## src/rtl/muldiv_pkg.sv

```systemverilog
// Shared definitions for the HI/LO multiply/divide sequencer: op codes, FSM states, iteration count.
package muldiv_pkg;

   localparam logic [2:0] MD_OP_MULT  = 3'd0;
   localparam logic [2:0] MD_OP_MULTU = 3'd1;
   localparam logic [2:0] MD_OP_DIV   = 3'd2;
   localparam logic [2:0] MD_OP_DIVU  = 3'd3;
   localparam logic [2:0] MD_OP_MFHI  = 3'd4;
   localparam logic [2:0] MD_OP_MFLO  = 3'd5;
   localparam logic [2:0] MD_OP_MTHI  = 3'd6;
   localparam logic [2:0] MD_OP_MTLO  = 3'd7;

   localparam int MD_ITERS = 32;

   typedef enum logic [1:0] {
      ST_IDLE = 2'd0,
      ST_MUL  = 2'd1,
      ST_DIV  = 2'd2,
      ST_DONE = 2'd3
   } md_state_e;

   // Magnitude of a possibly-signed operand; 0x80000000 comes out as unsigned 2^31.
   function automatic logic [31:0] md_mag(input logic [31:0] v, input logic sgn);
      return (sgn && v[31]) ? (~v + 32'd1) : v;
   endfunction

endpackage

```

## src/rtl/exe_muldiv_ctrl_if.sv

```systemverilog
// EX-stage <-> HI/LO unit signal bundle; master is the pipeline, slave is exe_muldiv_ctrl.
interface exe_muldiv_ctrl_if #(parameter int WIDTH = 32);
   logic             op_valid;
   logic [2:0]       op;
   logic [WIDTH-1:0] srca;
   logic [WIDTH-1:0] srcb;
   logic             flush;
   logic             stall_req;
   logic [WIDTH-1:0] result;
   logic             busy;
   logic [WIDTH-1:0] hi;
   logic [WIDTH-1:0] lo;

   modport master (output op_valid, op, srca, srcb, flush,
                   input  stall_req, result, busy, hi, lo);
   modport slave  (input  op_valid, op, srca, srcb, flush,
                   output stall_req, result, busy, hi, lo);
endinterface

```

## src/rtl/exe_muldiv_ctrl_div_iter.sv

```systemverilog
// Restoring unsigned divider, one quotient bit per step. Outputs show the result of the
// step being applied this cycle so the caller can commit on the final step's edge.
module div_iter #(
   parameter int WIDTH = 32
) (
   input  logic             clk,
   input  logic             resetn,
   input  logic             load,
   input  logic             step,
   input  logic [WIDTH-1:0] dividend,
   input  logic [WIDTH-1:0] divisor,
   output logic [WIDTH-1:0] quotient,
   output logic [WIDTH-1:0] remainder
);
   logic [WIDTH-1:0] quo_q, rem_q, dsr_q;
   logic [WIDTH:0]   shifted, diff;
   logic             ge;

   assign shifted   = {rem_q, quo_q[WIDTH-1]};
   assign diff      = shifted - {1'b0, dsr_q};
   assign ge        = ~diff[WIDTH];
   assign quotient  = {quo_q[WIDTH-2:0], ge};
   assign remainder = ge ? diff[WIDTH-1:0] : shifted[WIDTH-1:0];

   always_ff @(posedge clk) begin
      if (!resetn) begin
         quo_q <= '0;
         rem_q <= '0;
         dsr_q <= '0;
      end else if (load) begin
         quo_q <= dividend;
         rem_q <= '0;
         dsr_q <= divisor;
      end else if (step) begin
         quo_q <= quotient;
         rem_q <= remainder;
      end
   end
endmodule

```

## src/rtl/exe_muldiv_ctrl.sv

```systemverilog
// EX-stage HI/LO sequencer: MULT/DIV take 33 stall cycles (MUL 2 with MULDIV_FAST_MUL_EN),
// then one DONE cycle; MTxx/MFxx complete without stalling; flush aborts without writing HI/LO.
module exe_muldiv_ctrl
   import muldiv_pkg::*;
#(
   parameter int          WIDTH    = 32,
   parameter logic [31:0] HILO_RST = 32'h0
) (
   input  logic               clk,
   input  logic               resetn,
   exe_muldiv_ctrl_if.slave   md
);
   localparam int CNT_W = $clog2(MD_ITERS);

   md_state_e          state_q, state_d;
   logic [CNT_W-1:0]   cnt_q, cnt_d;
   logic [WIDTH-1:0]   hi_q, hi_d, lo_q, lo_d;
   logic [WIDTH-1:0]   mcand_q, mcand_d;
   logic [2*WIDTH-1:0] acc_q, acc_d;
   logic               qneg_q, qneg_d, rneg_q, rneg_d, dz_q, dz_d;

   logic               is_sgn, div_load, div_step, stall;
   logic [WIDTH-1:0]   abs_a, abs_b, q_mag, r_mag, quo, rem, result;
   logic [2*WIDTH-1:0] prod_mag, prod;

   assign is_sgn = ~md.op[0];
   assign abs_a  = md_mag(md.srca, is_sgn);
   assign abs_b  = md_mag(md.srcb, is_sgn);

`ifdef MULDIV_FAST_MUL_EN
   assign prod_mag = {{WIDTH{1'b0}}, mcand_q} * {{WIDTH{1'b0}}, acc_q[WIDTH-1:0]};
`else
   // Shift-add: multiplier sits in the low half and drains out as the product shifts in.
   logic [WIDTH:0]     sum;
   logic [2*WIDTH-1:0] acc_step;
   assign sum      = {1'b0, acc_q[2*WIDTH-1:WIDTH]} + (acc_q[0] ? {1'b0, mcand_q} : '0);
   assign acc_step = {sum, acc_q[WIDTH-1:1]};
   assign prod_mag = acc_step;
`endif
   assign prod = qneg_q ? -prod_mag : prod_mag;

   div_iter #(.WIDTH(WIDTH)) u_div (
      .clk       (clk),
      .resetn    (resetn),
      .load      (div_load),
      .step      (div_step),
      .dividend  (abs_a),
      .divisor   (abs_b),
      .quotient  (q_mag),
      .remainder (r_mag)
   );

   assign quo = qneg_q ? -q_mag : q_mag;
   assign rem = rneg_q ? -r_mag : r_mag;

   always_comb begin
      state_d  = state_q;
      cnt_d    = cnt_q;
      hi_d     = hi_q;
      lo_d     = lo_q;
      mcand_d  = mcand_q;
      acc_d    = acc_q;
      qneg_d   = qneg_q;
      rneg_d   = rneg_q;
      dz_d     = dz_q;
      div_load = 1'b0;
      div_step = 1'b0;
      stall    = 1'b0;
      result   = '0;
      case (state_q)
         ST_IDLE: begin
            if (md.op_valid && !md.flush) begin
               if (!md.op[2]) begin
                  stall    = 1'b1;
                  mcand_d  = abs_a;
                  acc_d    = {{WIDTH{1'b0}}, abs_b};
                  qneg_d   = is_sgn & (md.srca[WIDTH-1] ^ md.srcb[WIDTH-1]);
                  rneg_d   = is_sgn & md.srca[WIDTH-1];
                  dz_d     = (md.srcb == '0);
                  cnt_d    = '0;
                  div_load = md.op[1];
                  state_d  = md.op[1] ? ST_DIV : ST_MUL;
               end else begin
                  case (md.op)
                     MD_OP_MTHI: hi_d   = md.srca;
                     MD_OP_MTLO: lo_d   = md.srca;
                     MD_OP_MFHI: result = hi_q;
                     MD_OP_MFLO: result = lo_q;
                     default: ;
                  endcase
               end
            end
         end
         ST_MUL: begin
            if (md.flush) begin
               state_d = ST_IDLE;
            end else begin
               stall = 1'b1;
`ifdef MULDIV_FAST_MUL_EN
               {hi_d, lo_d} = prod;
               state_d      = ST_DONE;
`else
               acc_d = acc_step;
               cnt_d = cnt_q + CNT_W'(1);
               if (cnt_q == CNT_W'(MD_ITERS - 1)) begin
                  {hi_d, lo_d} = prod;
                  state_d      = ST_DONE;
               end
`endif
            end
         end
         ST_DIV: begin
            if (md.flush) begin
               state_d = ST_IDLE;
            end else begin
               stall    = 1'b1;
               div_step = 1'b1;
               cnt_d    = cnt_q + CNT_W'(1);
               if (cnt_q == CNT_W'(MD_ITERS - 1)) begin
                  hi_d    = dz_q ? md.srca : rem;
                  lo_d    = dz_q ? '1 : quo;
                  state_d = ST_DONE;
               end
            end
         end
         ST_DONE: state_d = ST_IDLE;
         default: state_d = ST_IDLE;
      endcase
   end

   always_ff @(posedge clk) begin
      if (!resetn) begin
         state_q <= ST_IDLE;
         cnt_q   <= '0;
         hi_q    <= HILO_RST;
         lo_q    <= HILO_RST;
         mcand_q <= '0;
         acc_q   <= '0;
         qneg_q  <= 1'b0;
         rneg_q  <= 1'b0;
         dz_q    <= 1'b0;
      end else begin
         state_q <= state_d;
         cnt_q   <= cnt_d;
         hi_q    <= hi_d;
         lo_q    <= lo_d;
         mcand_q <= mcand_d;
         acc_q   <= acc_d;
         qneg_q  <= qneg_d;
         rneg_q  <= rneg_d;
         dz_q    <= dz_d;
      end
   end

   assign md.stall_req = resetn & stall;
   assign md.result    = result;
   assign md.busy      = (state_q != ST_IDLE);
   assign md.hi        = hi_q;
   assign md.lo        = lo_q;
endmodule

```

## src/flat_wrapper.sv

```systemverilog
// flat-port wrapper written by rule: the top's interface ports become plain ports
module exe_muldiv_ctrl_flat import muldiv_pkg::*;
#(
   parameter int          WIDTH    = 32,
   parameter logic [31:0] HILO_RST = 32'h0
)
  (clk, resetn, md_op_valid, md_op, md_srca, md_srcb, md_flush, md_stall_req, md_result, md_busy, md_hi, md_lo);
  exe_muldiv_ctrl_if #(.WIDTH(WIDTH)) md_i ();
  input  logic clk;
  input  logic resetn;
  input wire logic [$bits(md_i.op_valid)-1:0] md_op_valid;
  input wire logic [$bits(md_i.op)-1:0] md_op;
  input wire logic [$bits(md_i.srca)-1:0] md_srca;
  input wire logic [$bits(md_i.srcb)-1:0] md_srcb;
  input wire logic [$bits(md_i.flush)-1:0] md_flush;
  output wire logic [$bits(md_i.stall_req)-1:0] md_stall_req;
  output wire logic [$bits(md_i.result)-1:0] md_result;
  output wire logic [$bits(md_i.busy)-1:0] md_busy;
  output wire logic [$bits(md_i.hi)-1:0] md_hi;
  output wire logic [$bits(md_i.lo)-1:0] md_lo;
  assign md_i.op_valid = md_op_valid;
  assign md_i.op = md_op;
  assign md_i.srca = md_srca;
  assign md_i.srcb = md_srcb;
  assign md_i.flush = md_flush;
  assign md_stall_req = md_i.stall_req;
  assign md_result = md_i.result;
  assign md_busy = md_i.busy;
  assign md_hi = md_i.hi;
  assign md_lo = md_i.lo;
  exe_muldiv_ctrl #(.WIDTH(WIDTH), .HILO_RST(HILO_RST)) u_core (.clk(clk), .resetn(resetn), .md(md_i));
endmodule
```

## config.mk

```make
export PLATFORM = sky130hd
export DESIGN_NAME = exe_muldiv_ctrl_flat
export DESIGN_NICKNAME = d
export VERILOG_FILES = /design/src/rtl/muldiv_pkg.sv /design/src/rtl/exe_muldiv_ctrl_if.sv /design/src/rtl/exe_muldiv_ctrl_div_iter.sv /design/src/rtl/exe_muldiv_ctrl.sv /design/src/flat_wrapper.sv
export SDC_FILE = /design/constraint.sdc
export NUM_CORES = 1
export LEC_CHECK = 0
export CORE_AREA = 2 2 218 220
export DETAILED_ROUTE_END_ITERATION = 16
export DIE_AREA = 0 0 220 222
export PLACE_DENSITY = 0.73
export SLEW_MARGIN = 25
export SYNTH_ARGS = -nofsm -noshare
export SYNTH_HDL_FRONTEND = slang
export SYNTH_SLANG_ARGS = --single-unit
```

## constraint.sdc

```tcl
create_clock -name clk -period 13.5 [get_ports clk]
set_clock_uncertainty 0.05 [all_clocks]
set_input_delay 2.7 -clock clk [delete_from_list [all_inputs] [get_ports clk]]
set_output_delay 2.7 -clock clk [all_outputs]
set_load 0.01 [all_outputs]
```

Word-level counts from Yosys, hierarchy flattened
Index checks and enable logic that the tools add are counted.
{ "classes": {"addsub": 8, "n_reduce_logical": 19, "bitwise": 10, "n_eq_ne": 19, "muxes": 53} }
{ "op_table": {"columns": ["operator", "n"], "rows": [
  ["$mux W32", 27],
  ["$mux W64", 4],
  ["$pmux W32 S3", 2],
  ["$pmux W64 S2", 1],
  ["$add A32 B1 Y32 const B", 2],
  ["$neg A32 Y32", 2],
  ["$neg A64 Y64", 1],
  ["$not A32 Y32", 2],
  ["$pmux W32 S2", 1],
  ["$add A32 B33 Y33", 1],
  ["$sub A33 B32 Y33", 1],
  ["$logic_not A32 Y1", 1],
  ["$reduce_and A8 Y1", 2],
  ["$mux W5", 3],
  ["$ne A2 B2 Y1 const B", 7],
  ["$eq A3 B3 Y1 const B", 4],
  ["$mux W2", 5],
  ["$pmux W5 S2", 1],
  ["$reduce_and A4 Y1", 2],
  ["$reduce_bool A2 Y1", 4],
  ["$mux W1", 7],
  ["$ne A2 B1 Y1 const B", 3],
  ["$pmux W2 S3", 1],
  ["$reduce_and A3 Y1", 2],
  ["14 further kinds", 23]
]} }
{ "word_totals": {"word_cells": 121, "regBits": 266} }

Depth between registers and ports, before layout
Gate-level depths: netlist of the first run.
{ "depth": {"depth_word": 8, "depth_mapped": 25} }

Hierarchy
A second synthesis of the first run with hierarchy kept.
{ "unflattened": {"hier_cells": 2837, "area_unflattened_um2": 21017.7} }
{ "modules_own_cells": {"columns": ["module", "instances", "area_per_inst_um2", "cells_per_inst"], "rows": [
  ["exe_muldiv_ctrl", 1, 14475.1, 2061],
  ["div_iter", 1, 6542.5, 776]
]} }

Least setup slack after synthesis of the first run
Ideal clock, no wire load.
{ "synth_timing": {"path_type": "input port to output port", "startpoint": "input port md_op[0]", "endpoint": "output port md_result[10]", "n_path_buf": 3, "stages": 6, "slack_ns": 6.895, "t_arrival_ns": 3.855, "path_cell_list": "clkbuf_1 and3_1 clkbuf_1 clkbuf_1 a22oi_1 nor2_1"} }
{ "synth_between": {"elab_chain_cells": 5, "word_cells_on_any_way": 6, "cone_classes": "eq/ne: 2; mux: 4"} }
{ "synth_lines": {"columns": ["item", "line", "rtl"], "rows": [
  ["start, declared", "flat_wrapper.sv:12", "input wire logic [$bits(md_i.op)-1:0] md_op;"],
  ["$eq A3 B3 Y1", "exe_muldiv_ctrl.sv:84", "case (md.op)"],
  ["$pmux W32 S2 *", "exe_muldiv_ctrl.sv:84", null],
  ["$mux W32 *", "exe_muldiv_ctrl.sv:73", "if (!md.op[2]) begin"],
  ["$mux W32 *", "exe_muldiv_ctrl.sv:72", "if (md.op_valid && !md.flush) begin"],
  ["$mux W32 *", "exe_muldiv_ctrl.sv:70", "case (state_q)"],
  ["end, declared", "flat_wrapper.sv:17", "output wire logic [$bits(md_i.result)-1:0] md_result;"]
]} }
Mark *: on every way between the ends. The rest lies on a longest branch, timed or not.

Worst setup path in the final report of the first run
{ "layout_timing": {"startpoint": "input port md_flush", "endpoint": "output port md_result[7]"} }
{ "layout_between": {"elab_chain_cells": 4} }
{ "layout_lines": {"columns": ["item", "line", "rtl"], "rows": [
  ["start, declared", "flat_wrapper.sv:15", "input wire logic [$bits(md_i.flush)-1:0] md_flush;"],
  ["$logic_not A1 Y1", "exe_muldiv_ctrl.sv:72", null],
  ["$logic_and A1 B1 Y1", "exe_muldiv_ctrl.sv:72", null],
  ["$mux W32", "exe_muldiv_ctrl.sv:72", null],
  ["$mux W32", "exe_muldiv_ctrl.sv:70", null]
]} }
No other way between the ends.

==> run summary, run 1 <==
Outcome: finished clean
Final slew viol count: 0
1st-iter DRT viols: 2,781
Critical path required time: 10,750 ps
DP Wirelength: 66.5 mm
Pleak: 8.29 nW
Die Height: 222 µm
Worst setup EP type: output port
Tot GR Track Use: 0.348
Worst Tran Pin Value: 1090 ps
Placed Instances: 3,431
Hold_sp: u_core.acc_q[32]
TritonCTS Buffers: 31
Share of cells above drive strength 1: 0.0500
Nets@finish: 3,005
CP Max Fanout: 32
Largest net degree at the start of global routing: 108
Setup CP Type: in2out
Die Width: 220 µm
Core area: 0.0463 mm²
Top cell type's share of synthesized area: 0.258
Initial Utilization: 0.446
PD cells: 221 mW/mm²
Synth unique cells: 93
Hold WC Path Type: reg2reg
Crit start category: primary input
Setup TNS: 0 ps
Cell at the root of the clock tree: clkbuf_16
Hold Path Stages: 2
Vias in the first global route: 20,600
Leading area contributor after synthesis: dfxtp_1
Launching point of the worst reg2reg path: u_core.u_div.quo_q[31]
IO buf count: 168
Count leader, synth: nand2_1
Top cell family by delay on the critical path: buffers and inverters
Maximum vdd drop: 354 µV
Worst Hold Endpoint: u_core.acc_q[32]
Highest Clock Rate: 129 MHz
Final worst-path cycle share: 0.575
Drc violations: 0
CTS clock-pin slew for the worst setup and hold paths: 60 ps
Hold_buf cts: 0
Synthesized net count: 2,972
Post-Synthesis Cells: 2,824
Synth Register Bits: 266
Pre-antenna DRT Iters: 6
P&R area growth vs syn: 14.7%
CTS tree: built
WP buf/inv: 2
CTS sink cnt: 266
Number of routed nets with antenna violations: 0
Reg2reg end: u_core.md.hi[26]
Post-CTS setup buffer count: 0
Max-slew headroom: 0.273
Total congestion overflow: 0
H-Tree Depth: 1
Critical-path cell list: clkdlybuf4s50_1 > nor2_1 > nand3_2 > nor2_1 > clkdlybuf4s50_1
Post-Layout Cell Count: 3,489
Clock Path Buffers: 3
Vias per cell: 6.48
Skew-Pair Late Insertion Delay: 580 ps
Mean Syn Cell Area: 7.31 µm²
Final wirelength: 88.0 mm
Via Count: 22,600
Initial antenna violation count: 2
Final hold viol count: 0
Post-synth EDFFs: 0
Routed WL per cell: 25.2 µm
Worst r2r path cells: 21
I/O pin cnt: 169
Final min period: 7760 ps
Endpoints failing setup: 0
Main flop type after synthesis: dfxtp_1
Synth top cells by count: nand2_1 (324), nor2_1 (315), dfxtp_1 (266)
RePlAce Congestion: 1.08
Unrepaired setup endpoints after global routing: no
Global-route wire length before repair: 131 mm
Cell Area, Synth: 0.0207 mm²
Filler cells: 4,558
# resized after CTS: 0
CP max stage delay: 600 ps
Ys Warns: 0
Synth top area cells: dfxtp_1 (26%), xnor2_1 (6.1%), nand2_1 (5.9%)
R2R setup slack: 6750 ps
Row cnt: 79
FFs w/ async S/R, synth: 0
Seq/Total Area, Yosys: 0.258
Critical path's slowest cell: clkdlybuf4s50_1
Crit path launch: md_flush
Worst EP arrival: 5010 ps
# Max-Cap Violations: 0
Die area: 0.0488 mm²
==> layer usage <==
metal | track usage | share of wire | vias up
met5 | 0 | 0 | -
met2 | 0.524 | 0.43 | 1120
li1 | - | - | 10400
met1 | 0.485 | 0.43 | 10900
met3 | 0.0690 | 0.099 | 193
met4 | 0.141 | 0.046 | 0
==> registers in the layout, indices dropped and copies added, names as in the netlist <==
signal / flops
u_core.md.lo: 32
u_core.acc_q: 64
u_core.cnt_q: 5
u_core.u_div.dsr_q: 32
u_core.u_div.quo_q: 32
u_core.mcand_q: 32
u_core.dz_q: 1
u_core.md.hi: 32
u_core.u_div.rem_q: 32
u_core.qneg_q: 1
u_core.rneg_q: 1
u_core.state_q: 2
==> where the power goes <==
part / total (W) / switching (W) / internal, W
registers: 0.00107 / 0.000166 / 0.000908
logic: 0.00328 / 0.00218 / 0.00110
clock network: 0.000887 / 0.000368 / 0.000518
==> how the worst max path moves through the flow <==
stage | to | slack, ps | cells past startpoint
global placement | md_result[21] | 5480 | 5
global route | md_result[22] | 5590 | 5
detailed placement | md_result[7] | 5390 | 6
finish | md_result[7] | 5740 | 5
floorplan | md_result[10] | 6900 | 6
CTS | md_result[7] | 5390 | 6
==> cell families (layout without fill, tap and decap cells) <==
group	count (synthesis)	after routing	synth area share
buf+inv	271	328	0.0498
other cells	0	1	0
simple gates	1001	1001	0.228
mux	33	33	0.0166
fa+ha+maj	77	77	0.0474
flops	266	266	0.258
xor+xnor	216	216	0.0916
compound gates	960	960	0.309
==> area by class of cell <==
class / count / area [µm²] / area share
diodes: 1 / 2.50 / 0.000106
clock buffers: 41 / 853 / 0.0360
clock inverters: 16 / 185 / 0.00782
inverters: 72 / 275 / 0.0116
multi-input cells: 2287 / 14400 / 0.607
flip-flops and latches: 266 / 5330 / 0.225
well taps: 607 / 759 / 0.0321
repair buffers: 199 / 1910 / 0.0806
==> stage by stage <==
stage | area, µm² | total power (W) | setup slack, ps | hold slack (ps) | utilization
after floorplan | 20700 | 0.00315 | 6900 | 382 | -
after global placement | 22600 | 0.00422 | 5480 | 398 | 0.489
after detailed placement | 22600 | 0.00425 | 5390 | 399 | 0.489
after CTS | 23700 | 0.00514 | 5390 | 408 | 0.512
after global routing | 23700 | 0.00550 | 5590 | 434 | 0.512
final | 23700 | 0.00524 | 5740 | 410 | 0.512
==> worst register-to-register path, stage by stage (launching register included) <==
cell and delay [ps]:
dfxtp_1 340, inv_1 120, ha_1 200, inv_1 60, fa_1 410, a211oi_1 570, o211ai_1 200, nand3_1 260
a211oi_1 210, o21a_1 210, buf_4 210, nor2_4 140, buf_4 430, mux2i_1 430, ha_1 370, nand2_1 80
a2111oi_1 800, a21oi_1 320, a2111o_1 450, o31ai_1 260, mux2_2 390, o22ai_1 150
==> cells in the final DEF (no fill, tap or decap), types with 23 or more instances in the layout <==
| master | synthesis | layout |
|---|---|---|
| a21oi_1 | 219 | 219 |
| a22oi_1 | 62 | 62 |
| buf_4 | 0 | 31 |
| o41ai_1 | 23 | 23 |
| a221oi_1 | 28 | 28 |
| inv_1 | 69 | 69 |
| nand2b_1 | 25 | 24 |
| clkdlybuf4s50_1 | 0 | 167 |
| nor3_1 | 47 | 45 |
| clkbuf_16 | 0 | 31 |
| ha_1 | 75 | 73 |
| nand2_1 | 324 | 323 |
| xnor2_1 | 144 | 144 |
| a21o_1 | 29 | 29 |
| o31ai_1 | 50 | 50 |
| and2_1 | 51 | 51 |
| xor2_1 | 72 | 72 |
| mux2i_1 | 23 | 23 |
| o21ai_0 | 156 | 156 |
| dfxtp_1 | 266 | 264 |
| or3_1 | 31 | 31 |
| o21ai_1 | 58 | 58 |
| o211ai_1 | 45 | 45 |
| nor2_1 | 315 | 313 |
| nand3_1 | 41 | 40 |
| a211oi_1 | 136 | 136 |
| and3_1 | 40 | 39 |
(Power assumes the default switching activity.)
==> inputs of run 2 (changes only) <==
--- a/config.mk
+++ b/config.mk
@@ -8,7 +8,7 @@
 export CORE_AREA = 2 2 218 220
 export DETAILED_ROUTE_END_ITERATION = 16
 export DIE_AREA = 0 0 220 222
-export PLACE_DENSITY = 0.73
+export PLACE_DENSITY = 0.75
 export SLEW_MARGIN = 25
 export SYNTH_ARGS = -nofsm -noshare
 export SYNTH_HDL_FRONTEND = slang
==> constraint.sdc (replaced) <==
create_clock -name clk -period 6.3 [get_ports clk]
set_clock_uncertainty 0.05 [all_clocks]
set_input_delay 1.26 -clock clk [delete_from_list [all_inputs] [get_ports clk]]
set_output_delay 1.26 -clock clk [all_outputs]
set_load 0.01 [all_outputs]
==> run 2 against run 1 <==
Clock-buffer cell count is 4 higher. Critical path depth is 9 higher. Register-to-register slack worse by 6200 ps. First-iteration DRC count is 10% higher. Final cell count is 0.34% higher. Global-route usage is 0.12 points higher. Design area is 1.1% higher. Routed wire length hardly changed. Utilization is 0.55 points higher. Non-clock buffer count is 11 higher. Setup slack worse by 5200 ps. Die area stayed put. Largest power group unchanged.
==> run summary, run 2 (same netlist as run 1, synthesis figures left out) <==
Sequential Power Share: 0.196
Logic pwr share: 0.618
Setup CP Type: reg2reg
Drc violations: 0
Final hold viol count: 0
Die Width: 220 µm
CP dominant cell by count: o21ai_1
Critical path's slowest cell: or4_1
Worst EP arrival: 6120 ps
Clk pwr share: 0.186
TritonCTS Buffers: 35
Most flops, register: u_core.acc_q
CTS clock-pin slew for the worst setup and hold paths: 60 ps
Pleak: 8.43 nW
Critical path required time: 6680 ps
Post-Layout Cell Count: 3,501
Unrepaired setup endpoints after global routing: no
I/O pin cnt: 169
Pint: 0.00570 W
P&R area growth vs syn: 15.9%
Vias per cell: 6.56
1st-iter DRT viols: 3,067
# resized after CTS: 0
Maximum vdd drop: 467 µV
Hold WC Path Type: reg2reg
Outcome: finished clean
Setup TNS: 0 ps
Core area: 0.0463 mm²
Nets@finish: 3,020
Number of routed nets with antenna violations: 0
Min Hold Slack: 409 ps
H-Tree Depth: 2
Cell at the root of the clock tree: clkbuf_16
Routed WL per cell: 25.1 µm
Skew-Pair Late Insertion Delay: 550 ps
Vias in the first global route: 21,400
Final wirelength: 88.0 mm
CP Max Fanout: 22
CTS sink cnt: 266
CP max stage delay: 860 ps
Top cell family by delay on the critical path: compound AO/OA/AOI/OAI gates
Launching point of the worst reg2reg path: u_core.acc_q[0]
Hold_sp: u_core.acc_q[32]
DP Wirelength: 65.8 mm
Clock Path Buffers: 3
Share of cells above drive strength 1: 0.0529
Post-CTS setup buffer count: 0
Placed Instances: 3,441
Final worst-path cycle share: 0.910
Hold_buf cts: 0
Worst setup EP type: flop
Highest Clock Rate: 174 MHz
Final min period: 5740 ps
WP buf/inv: 0
Max FFs per register: 64
Largest net degree at the start of global routing: 95
Most common cell after layout, fill and taps aside: nand2_1
RePlAce Congestion: 1.07
IO buf count: 168
Worst Tran Pin Value: 1040 ps
CTS tree: built
Tot GR Track Use: 0.349
Crit start category: flop
Die area: 0.0488 mm²
Total congestion overflow: 0
Global-route wire length before repair: 131 mm
Max-slew headroom: 0.304
PD cells: 485 mW/mm²
Endpoints failing setup: 0
Most frequent cells in the layout: nand2_1 (323), nor2_1 (312), dfxtp_1 (265)
Final slew viol count: 0
Via Count: 23,000
# Max-Cap Violations: 0
Sw Share: 0.510
Pre-antenna DRT Iters: 8
P_sw: 0.00592 W
Crit path launch: u_core.acc_q[0]
PnR Total Power: 0.0116 W
Critical-path cell list: and2_1 > ha_1 > fa_1 > a211oi_1 > o21ai_1 > a31oi_1 > o21ai_1 > o311ai_0 > o31ai_1 > or4_1 > nor4_2 > a31o_2 > mux2i_1 > o21ai_1
Row cnt: 79
Initial Utilization: 0.446
Die Height: 222 µm
Initial antenna violation count: 1
## run 2: path summary, 6_finish.rpt
check	endpoint	slack, ps	depth (start not counted)
worst max-delay path	u_core.md.hi[31]	560	14
worst min-delay path	u_core.acc_q[32]	410	2
worst min register to register	u_core.acc_q[32]	410	2
worst max register to register	u_core.md.hi[31]	560	14
## run 2: layout make-up
type | count | area (µm²)
Inverter | 72 | 275
Sequential cell | 266 | 5330
Tap cell | 607 | 759
Multi-Input combinational cell | 2287 | 14400
Antenna cell | 1 | 2.50
Fill cell | 4449 | 22300
Clock buffer | 45 | 976
Timing Repair Buffer | 210 | 2010
Clock inverter | 13 | 219
## run 2: metal layers
| layer | routed length (µm) | part of all wire | global-route usage | up-vias |
|---|---|---|---|---|
| li1 | - | - | - | 10400 |
| met1 | 35600 | 0.41 | 0.461 | 10900 |
| met2 | 38300 | 0.43 | 0.534 | 1366 |
| met3 | 9580 | 0.11 | 0.0849 | 272 |
| met4 | 4520 | 0.051 | 0.162 | 0 |
| met5 | 0 | 0 | 0 | - |
## run 2: tightest hold or removal path: stages, from the launching register on
cell and delay [ps]:
dfxtp_1 310, nand2_1 50, a21oi_1 50
## run 2: through the flow
step / setup slack (ps) / utilization / area [µm²]
after floorplan: 901 / - / 20700
after global placement: 735 / 0.491 / 22700
after detailed placement: 676 / 0.491 / 22700
after CTS: 648 / 0.517 / 23900
after global routing: 221 / 0.518 / 23900
final: 564 / 0.518 / 23900
## run 2: power groups by stage
stage / logic (W) / clock network, W / registers [W]
floorplan: 0.00453 / 0 / 0.00223
global placement: 0.00681 / 0 / 0.00229
detailed placement: 0.00685 / 0 / 0.00230
CTS: 0.00690 / 0.00216 / 0.00226
global route: 0.00756 / 0.00222 / 0.00230
finish: 0.00718 / 0.00216 / 0.00228
